File: config.mk
export PLATFORM = sky130hd
export DESIGN_NAME = alu
export DESIGN_NICKNAME = d
export VERILOG_FILES = /design/src/rtl/alu.sv
export SDC_FILE = /design/constraint.sdc
export NUM_CORES = 1
export LEC_CHECK = 0
export BUFFER_PORTS_ARGS = -buffer_cell sky130_fd_sc_hd__buf_2
export CAP_MARGIN = 20
export CELL_PAD_IN_SITES_DETAIL_PLACEMENT = 0
export CELL_PAD_IN_SITES_GLOBAL_PLACEMENT = 1
export CORE_ASPECT_RATIO = 0.6
export CORE_MARGIN = 3
export CORE_UTILIZATION = 30
export CTS_BUF_LIST = sky130_fd_sc_hd__clkbuf_4 sky130_fd_sc_hd__clkbuf_8
export DETAILED_ROUTE_END_ITERATION = 10
export PLACE_DENSITY_LB_ADDON = 0.1
export SLEW_MARGIN = 10
export SYNTH_ARGS = -nofsm -noshare
export SYNTH_HDL_FRONTEND = slang
export SYNTH_SLANG_ARGS = --single-unit
File: constraint.sdc
create_clock -name clk -period 8.92 [get_ports clk]
set_input_delay 0.892 -clock clk [delete_from_list [all_inputs] [get_ports clk]]
set_output_delay 0.892 -clock clk [all_outputs]
set_load 0.01 [all_outputs]
File: src/rtl/alu.sv
// alu: registered 32-bit integer ALU for the RV32 execute stage.
// Computes ADD, SUB, AND, OR, XOR, SLL, SRL and signed SLT. The result and the
// V/N/Zero flags are captured in output registers with one-cycle latency.
//
// Ports:
//   clk        - clock, all state updates on the rising edge
//   rst_n      - synchronous active-low reset
//   A, B       - 32-bit two's complement operands (B[4:0] is the shift amount)
//   ALUControl - operation select
//   Result     - registered result
//   V, N, Zero - registered overflow, negative and zero flags
module alu (
   input  logic        clk,
   input  logic        rst_n,
   input  logic [31:0] A,
   input  logic [31:0] B,
   input  logic [2:0]  ALUControl,
   output logic [31:0] Result,
   output logic        V,
   output logic        N,
   output logic        Zero
);

   localparam logic [2:0] OpAdd = 3'b000;
   localparam logic [2:0] OpSub = 3'b001;
   localparam logic [2:0] OpAnd = 3'b010;
   localparam logic [2:0] OpOr  = 3'b011;
   localparam logic [2:0] OpXor = 3'b100;
   localparam logic [2:0] OpSll = 3'b101;
   localparam logic [2:0] OpSrl = 3'b110;
   localparam logic [2:0] OpSlt = 3'b111;

   logic        is_sub;
   logic [31:0] b_eff;
   logic [31:0] sum;
   logic        ovf;
   logic [31:0] result_d;
   logic        v_d;

   // One shared adder: SUB and SLT use A + ~B + 1.
   always_comb begin
      is_sub = (ALUControl == OpSub) || (ALUControl == OpSlt);
      b_eff  = is_sub ? ~B : B;
      sum    = A + b_eff + {31'b0, is_sub};
      // Operands of the effective addition share a sign but the sum does not.
      ovf    = (A[31] == b_eff[31]) && (sum[31] != A[31]);
   end

   always_comb begin
      result_d = 32'b0;
      v_d      = 1'b0;
      unique case (ALUControl)
         OpAdd: begin
            result_d = sum;
            v_d      = ovf;
         end
         OpSub: begin
            result_d = sum;
            v_d      = ovf;
         end
         OpAnd: result_d = A & B;
         OpOr:  result_d = A | B;
         OpXor: result_d = A ^ B;
         OpSll: result_d = A << B[4:0];
         OpSrl: result_d = A >> B[4:0];
         // Sign of the difference corrected by overflow gives the true signed compare.
         OpSlt: result_d = {31'b0, sum[31] ^ ovf};
         default: begin
            result_d = 32'b0;
            v_d      = 1'b0;
         end
      endcase
   end

   always_ff @(posedge clk) begin
      if (!rst_n) begin
         Result <= 32'b0;
         V      <= 1'b0;
         N      <= 1'b0;
         Zero   <= 1'b1;
      end else begin
         Result <= result_d;
         V      <= v_d;
         N      <= result_d[31];
         Zero   <= (result_d == 32'b0);
      end
   end

endmodule

==> results.cfg, run 1 <==
[run_status]
status = finished clean

[worst_setup_path]
crit_buf_inv = 2
critPathTopFamily = compound AO/OA/AOI/OAI gates
critical_path_class = in -> reg
critical_path.max_fanout = 32
crit_top_cell = xnor2_1
critical_path.max_stage_delay_ps = 610
worst_ep_arrival_time_ps = 5720
crit_slowest_cell = nand2_2
crit_chain = buf_2 > xnor2_1 > nand2_2 > xnor2_1 > inv_1 > fa_1 > nor2b_1 > o221ai_1 > a211o_1 > a21oi_1 > o22ai_1 > o21ai_0 > a2111o_1 > nand3_1 > nor2_1 > nand4_1 > o31ai_1
required_ps = 9120
critPathLaunchType = input port
endpoint_kind = flop

[sta]
finalSetupViolations = 0
setup_tns_ps = 0
rsz0062_at_grt = no
fin_crit_sh = 0.618
worstMarginPinSlew_ps = 1140
clock.fmax_ghz = 0.181
max_slew_margin = 0.218
finalCriticalPeriod_ps = 5520
maxSlewViolCount = 0
hold_viol = 0

[cts]
clock_path_buffers = 2
cts_sinks = 34
path_clk_slew_ps = 60
htree_levels = 2
post_cts_resize_count = 0
cts_root_buffer = clkbuf_8
post_cts_buffers = 0
cts_tree = done
numCtsBuffers = 5
holdBufCountCts = 0

[routing]
vias_per_cell = 6.14
vias = 9568
wl_per_cell_um = 26.7
dr.pass1.iters = 7
drc_errors = 0
drt_iter0_drc = 1316
ant_nets = 0
wl_um = 41600

[power_and_ir_drop]
clock_power_share = 0.112
peakVddDrop_uv = 54.8
combPwrFrac = 0.712
power_density_nw_per_um2 = 103
intPower_uw = 483
pwr-share-seq = 0.176
p_leak_uw = 0.00415
switchingPower_uw = 497
swShare = 0.507

[min_path]
hp-class = in -> reg

[global_route]
overflow = 0
grt_pass1_vias = 8956
grt.total_usage = 0.261
grt_pass1_wl_um = 61700
grt_max_degree = 57
antenna_found_initial = 0

[logic_synthesis]
yosys.area.top_type = ha_1
syn_area_per_cell_um2 = 7.57
ys_seq_area_frac = 0.0780
yosys-top-cells-area = ha_1 14%, dfxtp_1 7.8%, mux4_2 7.5%
yosysMostFrequentCell = nor2_1
yosys-top-cells-count = 112 x nor2_1, 95 x ha_1, 88 x nand2_1
async_reset_ff_frac = 0
netlist.area_leader.share = 0.136
syn_inst = 1152
synthDistinctLibCells = 83
ys_warn_count = 0
synth_area_um2 = 8720
syn-num-nets = 1317
synth_edf_count = 0
ys_ff_latch = 34
yosys_most_used_dff = dfxtp_1

[run]
maxCapViolCount = 0

[final_layout]
nFillCells = 3112
drive_gt1_frac = 0.167
diodes = 0
fin_nets = 1358
post_layout_nonfiller_instances = 1559
syn2layout_area_growth_pct = 8.91

[die]
core_area_um2 = 28100
start_util = 0.310
dieArea_um2 = 31200
die_w_um = 226
io_pins = 104
rows = 47
die_y_um = 138

[placed_design]
numPortBuffers = 103
placedCellCount = 1553
place_congestion = 0.984
dp_hpwl_um = 33400
sequential cells by signal, indices dropped and copies added, names as in the netlist:
| name | flops |
|---|---|
| Zero | 1 |
| Result | 32 |
| V | 1 |
power groups by stage:
stage	sequential [uW]	combinational [uW]	clock [uW]
2_1_floorplan	185	445	0
3_3_place_gp	176	684	0
3_5_place_dp	176	680	0
4_1_cts	173	683	117
5_1_grt	175	756	126
6_report	172	698	110
worst paths after layout:
path     startpoint  depth (start not counted)    to
max   ALUControl[1]                         17  Zero
min           rst_n                          2  Zero
logic make-up after synthesis:
kind of cell	count (synthesis)	share of synthesized area
mux	120	0.188
flops	34	0.0780
fa+ha+maj	96	0.139
buf+inv	163	0.0842
xor+xnor	49	0.0492
compound gates	337	0.267
simple gates	353	0.195
stage by stage:
step	instance area, um^2	setup WS [ps]	hold slack, ps	utilization	total power, uW
6_report	9500	3400	942	0.338	980
5_1_grt	9500	3020	952	0.338	1060
4_1_cts	9500	3500	941	0.338	973
3_5_place_dp	9420	3200	1250	0.335	855
3_3_place_gp	9420	3290	1250	0.335	860
2_1_floorplan	8720	4310	1100	-	630
placed cells by master, fill, tap and decap left out, types with 23 or more instances in the layout:
cell / netlist / routed
o21ai_0: 54 / 54
o211ai_1: 23 / 23
nor2_1: 112 / 112
buf_2: 20 / 101
and2_1: 26 / 26
nor3_1: 30 / 30
inv_1: 75 / 75
a21oi_1: 69 / 69
mux4_2: 29 / 29
a22oi_1: 23 / 23
dfxtp_1: 34 / 34
o22ai_1: 29 / 29
nand2_1: 88 / 87
mux2i_1: 64 / 64
xnor2_1: 42 / 42
ha_1: 95 / 95
routing by layer:
layer	up-vias	routed length, um	global-route usage
met4	0	473	0.0219
met1	4661	20100	0.403
met2	489	16700	0.367
met3	30	4360	0.0792
li1	4388	-	-
met5	-	0	0
layout make-up:
class                   count  area, um^2  area share
flip-flops and latches     34         681      0.0717
well taps                 367         459      0.0483
clock buffers               6        82.6     0.00869
inverters                  76         285      0.0300
repair buffers            121         656      0.0690
multi-input cells         955        7330       0.772
Power figures use the tool's default switching activity.
==> run 2, diff against run 1 <==
==> constraint.sdc (replaced) <==
create_clock -name clk -period 4.45 [get_ports clk]
set_input_delay 0.445 -clock clk [delete_from_list [all_inputs] [get_ports clk]]
set_output_delay 0.445 -clock clk [all_outputs]
set_load 0.01 [all_outputs]
==> run 2 against run 1 <==
Compared with the run above:
- count of clock-buffer cells in the layout shrank 1
- wire length grew 7.7%
- setup slack lost 3200 ps
- sequential power grew 100%
- via count grew 2.9%
- sequential share of layout area shrank 0.42 points
==> results.cfg, run 2 (synthesis gave the netlist of run 1 again) <==
[worst_setup_path]
worst_ep_arrival_time_ps = 4410
endpoint_kind = flop
required_ps = 4660
crit_top_cell = xnor2_1
critPathLaunchType = input port
critical_path_class = in -> reg
critPathTopFamily = simple AND/OR/NAND/NOR gates
crit_end = Zero
critical_path.max_fanout = 13
crit_slowest_cell = or4_1
critical_path.max_stage_delay_ps = 490
crit_chain = buf_2 > xnor2_1 > nand2_4 > xnor2_1 > ha_1 > and4b_1 > a21oi_1 > a211o_1 > and2_1 > o31ai_1 > xnor2_1 > a22oi_1 > or4_1 > nor3_1 > nand4_1 > o31ai_1
worst-path-stages = 16
crit_buf_inv = 1
crit_start = ALUControl[2]

[placed_design]
placedCellCount = 1629
place_congestion = 1.05
dp_hpwl_um = 36500
numPortBuffers = 103

[global_route]
grt_max_degree = 56
grt_pass1_vias = 9396
grt_pass1_wl_um = 65800
grt.total_usage = 0.282
antenna_found_initial = 0
overflow = 0

[power_and_ir_drop]
power_density_nw_per_um2 = 207
p_leak_uw = 0.00453
power_uw = 2090
peakVddDrop_uv = 135

[sta]
hold_viol = 0
finalSetupViolations = 0
max_slew_margin = 0.0899
finalCriticalPeriod_ps = 4200
maxSlewViolCount = 0
worstMarginPinSlew_ps = 1370
clock.fmax_ghz = 0.238
rsz0062_at_grt = no
fin_crit_sh = 0.944

[die]
core_area_um2 = 28100
dieArea_um2 = 31200
rows = 47
die_w_um = 226
io_pins = 104
start_util = 0.310
die_y_um = 138

[final_layout]
diodes = 0
final_common_cell = nor2_1
syn2layout_area_growth_pct = 15.6
final_cell_mix = 112 x nor2_1, 101 x buf_2, 96 x buf_4
regMostFlops = Result
post_layout_nonfiller_instances = 1636
multi_input_area_um2 = 7350
largest_register_ffs = 32
nFillCells = 3001
seq_area_um2 = 681
drive_gt1_frac = 0.219
largest_registers = Result (32), V (1), Zero (1)
fin_nets = 1434

[min_path]
hp-class = in -> reg
hold_start = rst_n

[routing]
drc_errors = 0
wl_per_cell_um = 27.4
drt_iter0_drc = 1092
vias = 9846
vias_per_cell = 6.02
ant_nets = 0
dr.pass1.iters = 6
wl_um = 44800

[cts]
cts_tree = done
cts_sinks = 34
htree_levels = 2
clock_path_buffers = 2
numCtsBuffers = 5
holdBufCountCts = 0
path_clk_slew_ps = 60
cts_root_buffer = clkbuf_8

[run_status]
status = finished clean

[run]
maxCapViolCount = 0
run 2: stage by stage:
stage	utilization	hold slack, ps	setup TNS [ps]	instance area, um^2	worst slack [ps]
global route	0.359	521	0	10100	23.6
finish	0.359	506	0	10100	248
global placement	0.355	802	-76.0	9990	-76.0
floorplan	-	652	0	8720	289
CTS	0.358	494	0	10100	227
detailed placement	0.355	800	-98.7	9990	-74.9
run 2: how the worst min path moves through the flow:
stage	end	cells past startpoint
3_5_place_dp	Zero	2
6_report	Zero	2
3_3_place_gp	Zero	2
2_1_floorplan	Result[23]	2
4_1_cts	Zero	2
5_1_grt	Zero	2
run 2: power breakdown:
part | switching, uW | total, uW | internal, uW
clock | 104 | 208 | 105
combinational | 935 | 1530 | 597
sequential | 7.37 | 345 | 338
total | 1050 | 2090 | 1040
run 2: repair_timing:
item / 4_1_cts / 5_1_grt
setup buffers: 0 / 0
endpoints found under the setup margin: 0 / 2
gates resized for setup: 0 / 4
run 2: final cells by class:
class	count	area share
clock buffer	5	0.00683
clock inverter	2	0.000993
inverter	76	0.0283
multi-input combinational	955	0.729
sequential	34	0.0675
tap	367	0.0455
timing repair buffer	197	0.122
run 2: layer usage:
metal	GRT usage	vias to the layer above	wire, um
met2	0.394	475	17900
met3	0.0877	32	4920
li1	-	4539	-
met1	0.429	4800	21300
met4	0.0375	0	648
met5	0	-	0
